--- config.mk ---
export PLATFORM = sky130hd
export DESIGN_NAME = regfile_wb_buffer
export DESIGN_NICKNAME = d
export VERILOG_FILES = /design/src/rtl/regfile_pkg.sv /design/src/rtl/wb_fifo.sv /design/src/rtl/regfile_wb_buffer.sv
export SDC_FILE = /design/constraint.sdc
export NUM_CORES = 1
export LEC_CHECK = 0
export BUFFER_PORTS_ARGS = -buffer_cell sky130_fd_sc_hd__buf_2
export CAP_MARGIN = 20
export CORE_AREA = 4 4 137 139
export CTS_BUF_LIST = sky130_fd_sc_hd__clkbuf_8
export DETAILED_ROUTE_END_ITERATION = 10
export DIE_AREA = 0 0 141 143
export MAX_ROUTING_LAYER = met4
export PLACE_DENSITY_LB_ADDON = 0.15
export SETUP_SLACK_MARGIN = 0.3
export SLEW_MARGIN = 20
export SYNTH_ARGS = -nofsm -noshare
export SYNTH_HDL_FRONTEND = slang
export SYNTH_HIERARCHICAL = 1
export SYNTH_SLANG_ARGS = --single-unit
--- constraint.sdc ---
create_clock -name clk -period 4.8 [get_ports clk]
set_clock_uncertainty 0.05 [all_clocks]
set_input_delay 0.24 -clock clk [delete_from_list [all_inputs] [get_ports clk]]
set_output_delay 0.24 -clock clk [all_outputs]
set_load 0.03 [all_outputs]
--- src/rtl/regfile_pkg.sv ---
// Shared widths, queue entry layout and slot encoding for the register-file
// write-back buffer.
package regfile_pkg;

    localparam int ADDR_W = 5;
    localparam int DATA_W = 32;

    typedef struct packed {
        logic [ADDR_W-1:0] addr;
        logic [DATA_W-1:0] data;
    } wb_entry_t;

    typedef enum logic {
        SLOT_READ  = 1'b0,
        SLOT_WRITE = 1'b1
    } slot_e;

    localparam logic [0:0] ST_IDLE  = 1'b0;
    localparam logic [0:0] ST_DRAIN = 1'b1;

endpackage

--- src/rtl/wb_fifo.sv ---
// Circular queue of pending register writes; exposes every slot's address, data
// and occupancy so the owner can search it for read hazards.
module wb_fifo
    import regfile_pkg::*;
#(
    parameter int DEPTH = 4
) (
    input  logic                         clk,
    input  logic                         rst_n,
    input  logic                         push,
    input  logic                         pop,
    input  logic [ADDR_W-1:0]            push_addr,
    input  logic [DATA_W-1:0]            push_data,
    output logic [ADDR_W-1:0]            head_addr,
    output logic [DATA_W-1:0]            head_data,
    output logic                         full,
    output logic [$clog2(DEPTH+1)-1:0]   count,
    output logic [$clog2(DEPTH)-1:0]     rd_ptr,
    output logic [DEPTH-1:0]             entry_valid,
    output logic [DEPTH*ADDR_W-1:0]      entry_addr,
    output logic [DEPTH*DATA_W-1:0]      entry_data
);
    localparam int PTR_W = $clog2(DEPTH);
    localparam int CNT_W = $clog2(DEPTH+1);

    wb_entry_t        mem [DEPTH];
    logic [PTR_W-1:0] wr_ptr;
    logic             do_push;
    logic             do_pop;

    assign full    = (count == CNT_W'(DEPTH));
    assign do_push = push && !full;
    assign do_pop  = pop && (count != '0);

    always_ff @(posedge clk or negedge rst_n) begin
        if (!rst_n) begin
            wr_ptr <= '0;
            rd_ptr <= '0;
            count  <= '0;
            for (int i = 0; i < DEPTH; i++) mem[i] <= '0;
        end else begin
            if (do_push) begin
                mem[wr_ptr].addr <= push_addr;
                mem[wr_ptr].data <= push_data;
                wr_ptr           <= wr_ptr + 1'b1;
            end
            if (do_pop) rd_ptr <= rd_ptr + 1'b1;
            count <= count + CNT_W'(do_push) - CNT_W'(do_pop);
        end
    end

    assign head_addr = mem[rd_ptr].addr;
    assign head_data = mem[rd_ptr].data;

    // A slot is live when its distance from the head is below the occupancy.
    for (genvar j = 0; j < DEPTH; j++) begin : g_slot
        logic [PTR_W-1:0] age;
        assign age                              = PTR_W'(j) - rd_ptr;
        assign entry_valid[j]                   = CNT_W'(age) < count;
        assign entry_addr[j*ADDR_W +: ADDR_W]   = mem[j].addr;
        assign entry_data[j*DATA_W +: DATA_W]   = mem[j].data;
    end

endmodule

--- src/rtl/regfile_wb_buffer.sv ---
// Write-back buffer in front of the 32x32 register file: queues results, drains one
// per cycle, and arbitrates the file's mode line. Optional WB_BYPASS_EN forwards
// queued data to readers; without it a queued address stalls the read until drained.
module regfile_wb_buffer
    import regfile_pkg::*;
#(
    parameter int DEPTH = 4
) (
    input  logic                        clk,
    input  logic                        rst_n,
    input  logic                        wb_valid,
    output logic                        wb_ready,
    input  logic [ADDR_W-1:0]           wb_addr,
    input  logic [DATA_W-1:0]           wb_data,
    input  logic                        op_read_req,
    input  logic [ADDR_W-1:0]           op_read_addr,
    output logic [DATA_W-1:0]           op_read_value,
    output logic                        op_read_valid,
    output logic                        rf_mode,
    output logic [ADDR_W-1:0]           rf_write_addr,
    output logic [DATA_W-1:0]           rf_write_value,
    output logic [ADDR_W-1:0]           rf_read_addr,
    input  logic [DATA_W-1:0]           rf_read_value,
    output logic [$clog2(DEPTH+1)-1:0]  count
);
    localparam int PTR_W = $clog2(DEPTH);
    localparam int CNT_W = $clog2(DEPTH+1);

    logic                    push, pop, full, hit;
    logic [ADDR_W-1:0]       head_addr;
    logic [DATA_W-1:0]       head_data;
    logic [PTR_W-1:0]        rd_ptr, idx;
    logic [DEPTH-1:0]        entry_valid;
    logic [DEPTH*ADDR_W-1:0] entry_addr;
    logic [DEPTH*DATA_W-1:0] entry_data;
    logic [CNT_W-1:0]        count_next;
    logic [0:0]              state;
    slot_e                   slot;

    wb_fifo #(.DEPTH(DEPTH)) u_fifo (
        .clk        (clk),
        .rst_n      (rst_n),
        .push       (push),
        .pop        (pop),
        .push_addr  (wb_addr),
        .push_data  (wb_data),
        .head_addr  (head_addr),
        .head_data  (head_data),
        .full       (full),
        .count      (count),
        .rd_ptr     (rd_ptr),
        .entry_valid(entry_valid),
        .entry_addr (entry_addr),
        .entry_data (entry_data)
    );

    assign wb_ready   = !full;
    assign push       = wb_valid && !full;
    assign pop        = (slot == SLOT_WRITE);
    assign count_next = count + CNT_W'(push) - CNT_W'(pop);

    always_ff @(posedge clk or negedge rst_n) begin
        if (!rst_n) state <= ST_IDLE;
        else        state <= (count_next != '0) ? ST_DRAIN : ST_IDLE;
    end

`ifdef WB_BYPASS_EN
    logic [DATA_W-1:0] fwd;
`endif

    // Walk oldest to youngest so the last match is the youngest write.
    always_comb begin
        hit = 1'b0;
        idx = '0;
`ifdef WB_BYPASS_EN
        fwd = '0;
`endif
        for (int i = 0; i < DEPTH; i++) begin
            idx = rd_ptr + PTR_W'(i);
            if (entry_valid[idx] && entry_addr[int'(idx)*ADDR_W +: ADDR_W] == op_read_addr) begin
                hit = 1'b1;
`ifdef WB_BYPASS_EN
                fwd = entry_data[int'(idx)*DATA_W +: DATA_W];
`endif
            end
        end
    end

    assign slot = ((state == ST_DRAIN) && (!op_read_req || hit || full)) ? SLOT_WRITE : SLOT_READ;

    assign rf_mode        = (slot == SLOT_WRITE);
    assign rf_write_addr  = rf_mode ? head_addr : '0;
    assign rf_write_value = rf_mode ? head_data : '0;
    assign rf_read_addr   = op_read_addr;

`ifdef WB_BYPASS_EN
    assign op_read_valid = op_read_req && (hit || slot == SLOT_READ);
    assign op_read_value = !op_read_valid ? '0 : (hit ? fwd : rf_read_value);
`else
    logic unused_data;
    assign unused_data   = ^entry_data;
    assign op_read_valid = op_read_req && (slot == SLOT_READ);
    assign op_read_value = op_read_valid ? rf_read_value : '0;
`endif

endmodule

# After elaboration in Yosys (flattened, before gate mapping)
# Cells that the tools add are included.
# word_totals
wordCells	93
reg_bits	156
# classes
n_eq_ne	5
shifts	4
addsub	12
magnitude_cmp	11
bitwise_logic	3
multipliers	4
n_reduce_logical	16
muxes	26
# op_table
operator	count
$bwmux W148	2
$demux W37 S2	2
$mux W37	3
$mux W32	3
$shiftx A20 B6 Y5	4
$bmux W37 S2	1
$eq A5 B5 Y1	4
$mul A2 B3 Y5 const B	4
$lt A2 B3 Y1	4
$lt A2 B3 Y1 const B	4
$logic_and A1 B1 Y1	10
$mux W1	10
$bmux W1 S2	4
$add A3 B1 Y3	2
$ge A3 B3 Y1 const B	2
$not A2 Y3	2
$reduce_bool A3 Y1	2
$sub A3 B1 Y3	2
$mux W5	1
$add A2 B1 Y2 const B	2
$add A2 B2 Y2 const B	2
$sub A1 B2 Y2 const A	2
$sub A2 B2 Y2 const A	2
$eq A3 B3 Y1 const B	1
4 further kinds	6

# Longest topological paths before layout
# Gate-level depths: netlist of run 1.
# logic_depth
ltp_word	16
ltp_mapped	22

# By module
# The synthesis of run 1 kept the hierarchy.
# modules_own_cells
mod	cells_per_inst	area_each_um2	n_inst
wb_fifo	411	7513.5	1
regfile_wb_buffer	310	2009.4	1

# Worst setup path after synthesis of run 1
# No wires, ideal clock.
# synth_path
kind	flip-flop to flip-flop
startpoint	register u_fifo.rd_ptr[0]
endpoint	register u_fifo.count[2]
setup_slack_ns	-0.237
arrival_time_ns	4.846
synth_period_minus_slack_ns	5.037
path_buffers	3
path_stages_with_launch	23
setup_ns	0.141
cell_sequence	dfrtp_1 clkbuf_1 buf_2 xnor2_1 inv_1 ha_1 a21oi_1 or2_2 nor2b_1 a32oi_1 nor4bb_1 o211ai_1 and2_4 buf_6 a21boi_0 o31a_2 ha_1 inv_1 ha_1 inv_1 fa_1 xnor2_1 xnor2_1
# synth_between
elab_chain_cells	15
word_cells_on_any_way	45
# synth_rtl
item	line	source
start: declaration	wb_fifo.sv:18	output logic [$clog2(DEPTH)-1:0] rd_ptr,
start signal: assignment	wb_fifo.sv:47	if (do_pop) rd_ptr <= rd_ptr + 1'b1;
$sub A1 B2 Y2 *	wb_fifo.sv:58	assign age = PTR_W'(j) - rd_ptr;
$lt A2 B3 Y1 *	wb_fifo.sv:59	assign entry_valid[j] = CNT_W'(age) < count;
net entry_valid[0]	regfile_wb_buffer.sv:33	logic [DEPTH-1:0] entry_valid;
$bmux W1 S2	regfile_wb_buffer.sv:80	if (entry_valid[idx] && entry_addr[int'(idx)*ADDR_W +: ADDR_W] == op_read_addr) begin
$mux W1 (not written as such)	regfile_wb_buffer.sv:80	
$logic_and A1 B1 Y1	regfile_wb_buffer.sv:80	
$mux W1 (3 in series)	regfile_wb_buffer.sv:80	
$mux W1 *	regfile_wb_buffer.sv:80	
$logic_or A1 B1 Y1 * (2 in series)	regfile_wb_buffer.sv:89	assign slot = ((state == ST_DRAIN) && (!op_read_req || hit || full)) ? SLOT_WRITE : SLOT_READ;
$logic_and A1 B1 Y1 *	regfile_wb_buffer.sv:89	
$mux W1 *	regfile_wb_buffer.sv:89	
net rf_mode	regfile_wb_buffer.sv:19	output logic rf_mode,
$logic_and A1 B1 Y1 *	wb_fifo.sv:33	assign do_pop = pop && (count != '0);
net u_fifo.do_pop	wb_fifo.sv:29	logic do_pop;
$sub A3 B1 Y3 *	wb_fifo.sv:48	count <= count + CNT_W'(do_push) - CNT_W'(do_pop);
end signal: assignment	wb_fifo.sv:48	
end: declaration	wb_fifo.sv:17	output logic [$clog2(DEPTH+1)-1:0] count,
# The timed path passes the listed nets; every way through them passes the cells marked *. The select of a mux whose other input is x is not followed.
# A chain may end at the register's enable or synchronous reset.

# Final worst setup path of run 1
# layout_path
startpoint	register u_fifo.rd_ptr[0]
endpoint	output port op_read_value[0]
# layout_between
elab_chain_cells	16
word_cells_on_any_way	46
# layout_rtl
item	line	source
$sub A1 B2 Y2 *	wb_fifo.sv:58	
$lt A2 B3 Y1 *	wb_fifo.sv:59	
net entry_valid[0]	regfile_wb_buffer.sv:33	
$bmux W1 S2	regfile_wb_buffer.sv:80	
$mux W1 (not written as such)	regfile_wb_buffer.sv:80	
$logic_and A1 B1 Y1	regfile_wb_buffer.sv:80	
$mux W1 (3 in series)	regfile_wb_buffer.sv:80	
$mux W1 *	regfile_wb_buffer.sv:80	
$logic_or A1 B1 Y1 * (2 in series)	regfile_wb_buffer.sv:89	
$logic_and A1 B1 Y1 *	regfile_wb_buffer.sv:89	
$mux W1 *	regfile_wb_buffer.sv:89	
$not A1 Y1 *	regfile_wb_buffer.sv:102	assign op_read_valid = op_read_req && (slot == SLOT_READ);
$logic_and A1 B1 Y1 *	regfile_wb_buffer.sv:102	
$mux W32 *	regfile_wb_buffer.sv:103	assign op_read_value = op_read_valid ? rf_read_value : '0;
end: declaration	regfile_wb_buffer.sv:17	output logic [DATA_W-1:0] op_read_value,
# Marked as above.

==> results by group, run 1 <==
Outcome
  • Run status: completed

Global routing
  • Largest net degree at the start of global routing: between 100 and 150
  • Routing usage on met2: 37.5%
  • First-pass GRT wire length: roughly 36000 µm
  • Vias in the first global route: approximately 6700
  • GR Util met1: about 30%
  • GRT Util Overall: ~23%
  • Most Crowded Layer GR: met2
  • Met3 Usage GRT: 3.58%
  • GRT overflow: 0
  • Antenna violations before repair: 0

Placed design
  • Port bufs: 157
  • DP HPWL: around 15000 µm
  • Worst slack, placed: roughly 730 ps
  • Placed cell count: approximately 1100
  • Final estimated routing congestion in global placement: about 0.86

Yosys
  • Post-synth EDFFs: 0
  • Primary FF master, synth: dfrtp_1
  • Synthesized instance count: roughly 720
  • Post-synth net total: roughly 810
  • Post-Syn Area: 9520 µm²
  • Synth cell count leaders: 156 x dfrtp_1, 120 x mux2_4, 77 x nand2_1
  • Yosys reg bits: about 160
  • Avg Inst Size Synth: about 13 µm²
  • Cell with the most instances after synthesis: dfrtp_1
  • Register area share after synthesis: 41.0%
  • Async SR Flop Fraction: 100%
  • Distinct cell type count after synthesis: 48
  • Largest cells by area after synthesis: dfrtp_1 41%, mux2_4 19%, mux4_2 9.5%
  • Yosys top cell by area: dfrtp_1
  • Yosys warns: 6
  • Top cell type's share of synthesized area: between 40% and 50%

CTS
  • Worst-Skew Late Latency: around 450 ps
  • Gates resized, CTS repair: 0
  • Clock transition at path regs: ~90 ps
  • Root Driver: clkbuf_8
  • Post-CTS Setup Repair Bufs: 0
  • CTS Sinks: 156
  • H-tree depth: 4
  • CTS tree: built
  • Clk buf depth: 2
  • Total CTS buffers: 17

STA
  • Slew Limit Fails: 0
  • Setup ws final: 680 ps
  • Final worst-path cycle share: between 80% and 90%
  • Worst Tran Pin Value: 1030 ps
  • Relative slew slack: 31.2%
  • Setup-failing EPs final: 0
  • RSZ-0062 raised after global routing: false
  • Worst hold slack: about 43 ps
  • Max Freq: ~0.24 GHz
  • Final min period: about 4000 ps
  • Setup tns final: 0 ps
  • Hold Vio Cnt, Final: 0

Layout
  • Fin cells: 1126
  • Layout cells sized above 1: between 40% and 50%
  • Layout area overhead: 15.0%
  • Final Net Count: a little under 1000
  • Ant. Diodes: 0
  • Final core utilization: approximately 62%

Pwr
  • Peak supply drop: 0.000438 V
  • Sequential share of power: 29.0%
  • Switching part of the total: 42.2%
  • Clock power share: about an eighth
  • Comb pwr share: around three fifths
  • Pleak: approximately 5.2 nW
  • Pwr Density: 787 nW/µm²
  • Int Power: 0.00499 W
  • Psw: roughly 0.0036 W

Die
  • FP Rows: slightly below 50
  • CORE AREA: around 18000 µm²
  • I/O pin count: roughly 160
  • Die area: a little over 20000 µm²
  • Die Span Y: approximately 140 µm
  • Initial Utilization: a little over half
  • Chip Width: 141 µm

Worst setup path
  • Critical path required time: roughly 4500 ps
  • Critical Path Start: u_fifo/rd_ptr[0]
  • CP Cell Sequence: xnor2_1 -> inv_1 -> ha_1 -> a21oi_1 -> or2_2 -> nor2b_1 -> a32o_1 -> nand4_1 -> a211oi_1 -> or4_4 -> o21ai_0 -> buf_2
  • Buf/Inv on CP: 2
  • Delay-heaviest family, CP: simple AND/OR/NAND/NOR gates
  • R2r worst-path depth: 18
  • Type of origin of the critical path: flip-flop
  • R2r startpoint: u_fifo/rd_ptr[0]
  • CP max FO: 32
  • Crit-path max cell delay: roughly 820 ps
  • Crit end category: output pin
  • Crit path max-delay cell type: or4_4
  • Worst path depth: 12
  • Worst EP arrival: 3830 ps
  • Worst R2R End: u_fifo/count[2]
  • Worst setup path endpoint: op_read_value[0]
  • Crit path kind: reg2out
  • Setup slack, reg-to-reg: ~740 ps

Route
  • Drt drc: 0
  • Vias per cell: between 5 and 6
  • DR iter-0 viols: 330
  • Routed Antenna Nets: 0
  • Drt first pass iters: 4
  • Routed WL per cell: around 20 µm
  • Vias after detailed routing: around 6400
  • Final wirelength: ~22000 µm

Worst hold path
  • Type of the worst min-delay path: in2reg

Job
  • Max-cap viol count: 0
metrics by stage:
| step | power, W | area (µm²) |
|---|---|---|
| finish | 0.00862 | 10900 |
| global route | 0.00916 | 10900 |
| CTS | 0.00869 | 10900 |
| detailed placement | 0.00761 | 10200 |
| global placement | 0.00747 | 10200 |
| floorplan | 0.00660 | 9530 |
worst min-delay path by stage:
stage,startpoint,to,cells after the start
floorplan,rst_n,state,0
global route,wb_data[16],u_fifo/entry_data[16],2
CTS,wb_data[16],u_fifo/entry_data[16],2
finish,wb_data[16],u_fifo/entry_data[16],2
detailed placement,rst_n,u_fifo/entry_data[90],1
global placement,rst_n,u_fifo/entry_data[26],1
area by class of cell:
cell class                 instances  area (µm²)
clock buffer                      17         234
multi-input combinational        485        5010
sequential                       156        3910
inverter                          16        60.1
tap                              229         287
clock inverter                    15         176
fill                            1430        6710
timing repair buffer             208        1270
worst register-to-register path, delay by kind of cell, from the launching register on:
family,cells,cell delay [ps]
AO/OA/AOI/OAI,5,1330
XOR/XNOR,2,350
adder cells (fa/ha/maj),3,730
buffers and inverters,4,490
flip-flops,1,540
AND/OR/NAND/NOR,4,510
sequential cells by signal (all words and copies together), names as in the netlist:
name	cells
u_fifo/entry_addr	20
u_fifo/entry_data	128
u_fifo/wr_ptr	2
state	1
u_fifo/count	3
u_fifo/rd_ptr	2
routing by layer:
metal  wire [µm]  up-vias  part of all wire, %
met1        9790     3247                   44
li1            -     2909                    -
met3         908       39                  4.1
met2       11000      172                   50
met5           0        -                    0
met4         478        0                  2.2
timing repair:
| action | in CTS | in global routing |
|---|---|---|
| endpoints found under the hold margin | 237 | 0 |
| hold buffers | 36 | 0 |
| setup endpoints to repair | 0 | 0 |
cell families (layout without fill, tap and decap cells):
kind of cell | count (synthesis) | in the layout | share of synthesized area (%)
xor+xnor | 41 | 41 | 3.77
buf+inv | 80 | 256 | 6.60
flops | 156 | 156 | 41.0
mux | 207 | 207 | 33.7
simple gates | 136 | 136 | 6.71
fa+ha+maj | 14 | 14 | 2.00
compound gates | 87 | 87 | 6.23
power groups by stage:
stage	Clock (W)	Combinational (W)	Sequential, W
after floorplan	0	0.00424	0.00236
after global placement	0	0.00501	0.00246
after detailed placement	0	0.00510	0.00251
after CTS	0.00104	0.00515	0.00250
after global routing	0.00110	0.00547	0.00259
final	0.00101	0.00511	0.00250
cells in the final DEF, fill, tap and decap left out, drive strengths merged, types with 3 or more instances in the layout:
cell / synthesis / layout
xor2: 26 / 26
dlygate4sd3: 0 / 36
mux2: 149 / 149
nand2: 77 / 77
ha: 12 / 12
mux4: 40 / 40
buf: 43 / 171
and3: 4 / 4
mux2i: 18 / 18
dfrtp: 156 / 156
xnor2: 15 / 15
a21oi: 41 / 41
clkinv: 0 / 5
inv: 16 / 24
clkbuf: 21 / 18
nand3: 34 / 34
o21ai: 32 / 32
or2: 3 / 3
No activity file was read; power rests on OpenSTA's default activity.
==> run 2: changes to the inputs <==
--- a/config.mk
+++ b/config.mk
@@ -13,6 +13,7 @@
 export DIE_AREA = 0 0 141 143
 export MAX_ROUTING_LAYER = met4
 export PLACE_DENSITY_LB_ADDON = 0.15
+export REMOVE_ABC_BUFFERS = 1
 export SETUP_SLACK_MARGIN = 0.3
 export SLEW_MARGIN = 20
 export SYNTH_ARGS = -nofsm -noshare
==> run 2 against run 1 <==
  * Fmax grew 1.1%
  * Register-to-register slack about the same
  * Critical path depth rose by 6
  * Sequential power about the same
  * Setup slack better by 46 ps
  * Via count down 0.38%
  * Global-route usage grew 0.14 points
  * Combinational power is essentially flat
  * Cell count down 0.36%
  * Cell area is 0.21% lower
  * Sequential share of layout area up 0.074 points
  * Highest routed layer unchanged
  * Critical path type is now reg2reg
  * Total power is 0.43% higher
==> results by group, run 2 (same netlist as run 1, synthesis figures left out) <==
Layout
  • Final Net Count: roughly 1000
  • Layout area overhead: 14.7%
  • Most common cell after layout, fill and taps aside: buf_2
  • Layout cells sized above 1: 48.7%
  • Largest register FFs: around 130
  • Fin cells: around 1100
  • Most frequent cells in the layout: 156 x buf_2, 154 x dfrtp_1, 120 x mux2_4
  • Ant. Diodes: 0

CTS
  • Total CTS buffers: 17
  • Clock transition at path regs: 90 ps
  • CTS tree: built
  • Clk buf depth: 2
  • Worst-Skew Late Latency: approximately 450 ps
  • Post-CTS Setup Repair Bufs: 0
  • H-tree depth: 4
  • CTS Sinks: 156
  • Root Driver: clkbuf_8

Worst setup path
  • Worst setup path endpoint: u_fifo/count[2]
  • Crit-path max cell delay: 530 ps
  • R2r worst-path depth: 18
  • Crit path max-delay cell type: dfrtp_1
  • Critical Path Start: u_fifo/count[1]
  • Critical path required time: ~5000 ps
  • Crit path top cell by count: inv_1
  • Delay-heaviest family, CP: compound AO/OA/AOI/OAI gates
  • CP max FO: 8
  • R2r startpoint: u_fifo/count[1]
  • Crit path kind: reg2reg
  • Worst path depth: 18
  • Worst R2R End: u_fifo/count[2]
  • Crit end category: flip-flop
  • Type of origin of the critical path: flip-flop
  • Buf/Inv on CP: 4
  • CP Cell Sequence: inv_1 -> ha_1 -> a21oi_1 -> or2_2 -> inv_1 -> o32ai_1 -> nand4b_1 -> a211oi_1 -> nor4_2 -> a21boi_1 -> o31a_2 -> ha_1 -> inv_1 -> ha_1 -> inv_1 -> fa_1 -> xnor2_1 -> xnor2_1
  • Worst EP arrival: approximately 4400 ps
  • Setup slack, reg-to-reg: roughly 730 ps

STA
  • Worst Tran Pin Value: ~860 ps
  • RSZ-0062 raised after global routing: false
  • Final min period: 4070 ps
  • Final worst-path cycle share: 84.9%
  • Hold Vio Cnt, Final: 0
  • Max Freq: 0.245 GHz
  • Worst hold slack: between 30 and 40 ps
  • Setup-failing EPs final: 0
  • Slew Limit Fails: 0
  • Relative slew slack: 42.4%

Die
  • CORE AREA: between 15000 and 20000 µm²
  • Die area: a little over 20000 µm²
  • Chip Width: between 100 and 150 µm
  • Initial Utilization: a little over half
  • I/O pin count: around 160
  • Die Span Y: 143 µm
  • FP Rows: 49

Global routing
  • Largest net degree at the start of global routing: 90
  • Antenna violations before repair: 0
  • GRT Util Overall: approximately a quarter
  • GRT overflow: 0
  • First-pass GRT wire length: between 30000 and 40000 µm
  • Vias in the first global route: 6838

Route
  • Drt drc: 0
  • Vias per cell: approximately 5.7
  • Final wirelength: 22400 µm
  • DR iter-0 viols: roughly 460
  • Drt first pass iters: 6
  • Vias after detailed routing: about 6300
  • Routed WL per cell: between 15 and 20 µm
  • Routed Antenna Nets: 0

Placed design
  • Placed cell count: ~1100
  • DP HPWL: 14200 µm
  • Port bufs: between 150 and 200
  • Final estimated routing congestion in global placement: a little over 0.9

Pwr
  • Pwr Density: slightly below 800 nW/µm²
  • Pleak: 5.14 nW
  • Peak supply drop: 0.000381 V
  • Tot Pwr: 0.00866 W

Outcome
  • Run status: completed

Worst hold path
  • Type of the worst min-delay path: in2reg

Job
  • Max-cap viol count: 0
## run 2: metrics by stage
step	setup TNS (ps)	worst slack, ps	area, µm²	utilization [%]
2_1_floorplan	-148960	-4610	8950	-
3_3_place_gp	0	743	10200	57.5
3_5_place_dp	0	617	10200	57.5
4_1_cts	0	605	10900	61.9
5_1_grt	0	361	10900	61.9
6_report	0	725	10900	61.9
## run 2: timing repair
| item | 4_1_cts | 5_1_grt |
|---|---|---|
| endpoints found under the setup margin | 0 | 2 |
| hold buffers | 33 | 0 |
| gates resized for setup | 0 | 1 |
| endpoints found under the hold margin | 202 | 0 |
## run 2: worst reg2reg max path, cell delays in order, from the launching register on
cell,delay (ps)
dfrtp_1,530
inv_1,160
ha_1,340
a21oi_1,120
or2_2,130
inv_1,40
o32ai_1,360
nand4b_1,140
a211oi_1,390
nor4_2,110
a21boi_1,250
o31a_2,240
ha_1,230
inv_1,50
ha_1,120
inv_1,50
fa_1,370
xnor2_1,140
xnor2_1,130
## run 2: how the worst min path moves through the flow
stage	slack (ps)	cells past startpoint	end	startpoint
floorplan	-110	0	state	rst_n
global placement	300	1	u_fifo/entry_data[93]	rst_n
global route	20	2	u_fifo/entry_addr[6]	wb_addr[1]
finish	30	2	u_fifo/entry_data[103]	wb_data[7]
detailed placement	320	1	u_fifo/entry_data[61]	rst_n
CTS	0.7	2	u_fifo/entry_data[103]	wb_data[7]
## run 2: final cells by class
class | count | area [µm²]
fill | 1409 | 6730
multi-input combinational | 485 | 5010
sequential | 156 | 3910
timing repair buffer | 204 | 1230
tap | 229 | 287
clock buffer | 17 | 234
clock inverter | 15 | 198
inverter | 16 | 60.1
## run 2: metal layers
| layer | wire (µm) | up-vias | GRT usage, % |
|---|---|---|---|
| met1 | 10000 | 3226 | 30.6 |
| met5 | 0 | - | - |
| li1 | - | 2894 | - |
| met3 | 1150 | 29 | 4.32 |
| met4 | 320 | 0 | 6.07 |
| met2 | 10900 | 194 | 37.7 |
## run 2: where the power goes
group	leakage [nW]	switching, W	internal (W)
logic	3.08	0.00261	0.00249
registers	1.85	0.000482	0.00200
clock network	0.211	0.000507	0.000566
==> run 3: changes to the inputs <==
==> constraint.sdc (replaced) <==
create_clock -name clk -period 3.85 [get_ports clk]
set_clock_uncertainty 0.05 [all_clocks]
set_input_delay 0.1925 -clock clk [delete_from_list [all_inputs] [get_ports clk]]
set_output_delay 0.1925 -clock clk [all_outputs]
set_load 0.03 [all_outputs]
==> run 3 against run 2 <==
  * Total power rose by 32%
  * Sequential power rose by 23%
  * Combinational power rose by 39%
  * Non-clock buffer count up 21
  * Utilization up 3.9 points
  * Worst hold slack improved by 270 ps
  * Clock power is 19% higher
  * Wire length grew 3.8%
  * Critical path type unchanged
  * Highest routed layer unchanged
==> results by group, run 3 (same netlist as run 1, synthesis figures left out) <==
CTS
  • Clk buf depth: 2
  • Total CTS buffers: 17
  • CTS Sinks: 156
  • Worst-Skew Late Latency: around 440 ps
  • H-tree depth: 4
  • Clock transition at path regs: approximately 80 ps
  • CTS tree: built
  • Root Driver: clkbuf_8

STA
  • Slew Limit Fails: 0
  • Max Freq: roughly 0.27 GHz
  • Worst hold slack: about 300 ps
  • Relative slew slack: 50.4%
  • Final min period: 3750 ps
  • RSZ-0062 raised after global routing: true
  • Hold Vio Cnt, Final: 0
  • Worst Tran Pin Value: around 740 ps
  • Final worst-path cycle share: 97.4%
  • Setup-failing EPs final: 0
  • Setup ws final: 102 ps

Route
  • Final wirelength: around 23000 µm
  • Drt drc: 0
  • Drt first pass iters: 5
  • Vias after detailed routing: around 6500
  • DR iter-0 viols: between 300 and 400
  • Vias per cell: 5.70
  • Routed WL per cell: approximately 20 µm
  • Routed Antenna Nets: 0

Worst hold path
  • Type of the worst min-delay path: in2async

Global routing
  • GRT overflow: 0
  • GRT Util Overall: between 20% and 30%
  • Antenna violations before repair: 0
  • Vias in the first global route: 7059
  • First-pass GRT wire length: roughly 38000 µm
  • Largest net degree at the start of global routing: 80

Worst setup path
  • Critical path required time: a little over 4000 ps
  • Type of origin of the critical path: flip-flop
  • Worst EP arrival: 4020 ps
  • Crit end category: flip-flop
  • CP max FO: 3
  • Crit path kind: reg2reg

Layout
  • Layout area overhead: 21.9%
  • Most frequent cells in the layout: 154 x dfrtp_1, 124 x buf_2, 120 x mux2_4
  • Final Net Count: approximately 1000
  • Most common cell after layout, fill and taps aside: dfrtp_1
  • Largest register FFs: about 130
  • Design area: 11600 µm²
  • Sequential cell area: about 3900 µm²
  • Multi-input gate area: 5260 µm²
  • Fin cells: 1146
  • Layout cells sized above 1: between 50 and 60%
  • Filler cells: 1319
  • Ant. Diodes: 0
  • Final core utilization: 65.8%

Die
  • Die area: approximately 20000 µm²
  • Chip Width: ~140 µm
  • Die Span Y: ~140 µm
  • FP Rows: 49
  • Initial Utilization: between 50% and 60%
  • I/O pin count: approximately 160
  • CORE AREA: around 18000 µm²

Placed design
  • Placed cell area: just over 10000 µm²
  • DP HPWL: ~15000 µm
  • Worst slack, placed: -170 ps
  • Port bufs: between 150 and 200
  • Placed cell count: between 1000 and 1500
  • Final estimated routing congestion in global placement: between 0.8 and 0.9

Outcome
  • Run status: completed

Pwr
  • Peak supply drop: 0.000519 V
  • Pwr Density: about 1000 nW/µm²
  • Pleak: 5.36 nW

Job
  • Max-cap viol count: 0
==> run 3: cell types whose count changed in the layout (fill, tap and decap cells not counted), moves of 5 or more <==
cell           change
buf_12             +5
buf_4              +7
buf_6             +36
ha_1               -6
clkbuf_8           +5
dlygate4sd3_1      +5
inv_1              -6
buf_2             -32
o21ai_4            +5
ha_4               +5
==> run 3: path summary, 6_finish.rpt <==
kind / from / endpoint / slack (ps) / depth (start not counted)
max: u_fifo/rd_ptr[0] / state / 100 / 18
min: rst_n / u_fifo/entry_data[90] / 300 / 2
max reg2reg: u_fifo/rd_ptr[0] / state / 100 / 18
min reg2reg: u_fifo/entry_data[77] / u_fifo/entry_data[77] / 460 / 1
max in group asynchronous: rst_n / u_fifo/entry_data[122] / 2420 / 3
min in group clk: wb_valid / u_fifo/wr_ptr[0] / 400 / 5
==> run 3: area by class of cell <==
class	count	area share, %
multi-input cells	488	45.3
flip-flops and latches	156	33.7
repair buffers	225	14.4
clock buffers	22	2.61
well taps	229	2.47
clock inverters	10	0.970
inverters	16	0.560
==> run 3: layer usage <==
| layer | GRT usage (%) | routed length, µm | up-vias |
|---|---|---|---|
| li1 | - | - | 2952 |
| met1 | 30.8 | 10200 | 3364 |
| met2 | 41.0 | 11600 | 185 |
| met3 | 3.88 | 1000 | 32 |
| met4 | 7.24 | 422 | 0 |
| met5 | - | 0 | - |
==> run 3: critical path, cell delays in order, from the launching register on <==
cell and delay [ps]:
dfrtp_4 500, xnor2_2 170, inv_1 60, ha_1 270
a21oi_1 60, or2_4 230, nor2b_4 130, a32o_1 200
nand4_1 100, a211oi_2 100, nor4_4 330, a21boi_2 80
buf_4 160, ha_4 260, inv_2 30, ha_2 160
fa_2 330, xnor2_1 120, or3_1 310
==> run 3: metrics by stage <==
stage | setup TNS [ps] | power, W
after global routing | -100 | 0.0122
after global placement | -84.8 | 0.00942
after detailed placement | -299 | 0.00962
final | 0 | 0.0114
after floorplan | -218740 | 0.00797
after CTS | 0 | 0.0114
==> run 3: what timing repair did <==
item / CTS / global route
setup endpoints to repair: 73 / 73
resized for setup: 102 / 14
hold buffers: 38 / 0
buffers inserted: 3 / 2
pin swaps: 54 / 18
endpoints found under the hold margin: 225 / 0
gates cloned: 3 / 0
==> run 3: where the power goes <==
| group | switching [W] | internal [W] | total (W) |
|---|---|---|---|
| registers | 0.000573 | 0.00250 | 0.00307 |
| clock network | 0.000606 | 0.000662 | 0.00127 |
| logic | 0.00353 | 0.00358 | 0.00711 |
| total | 0.00471 | 0.00674 | 0.0114 |
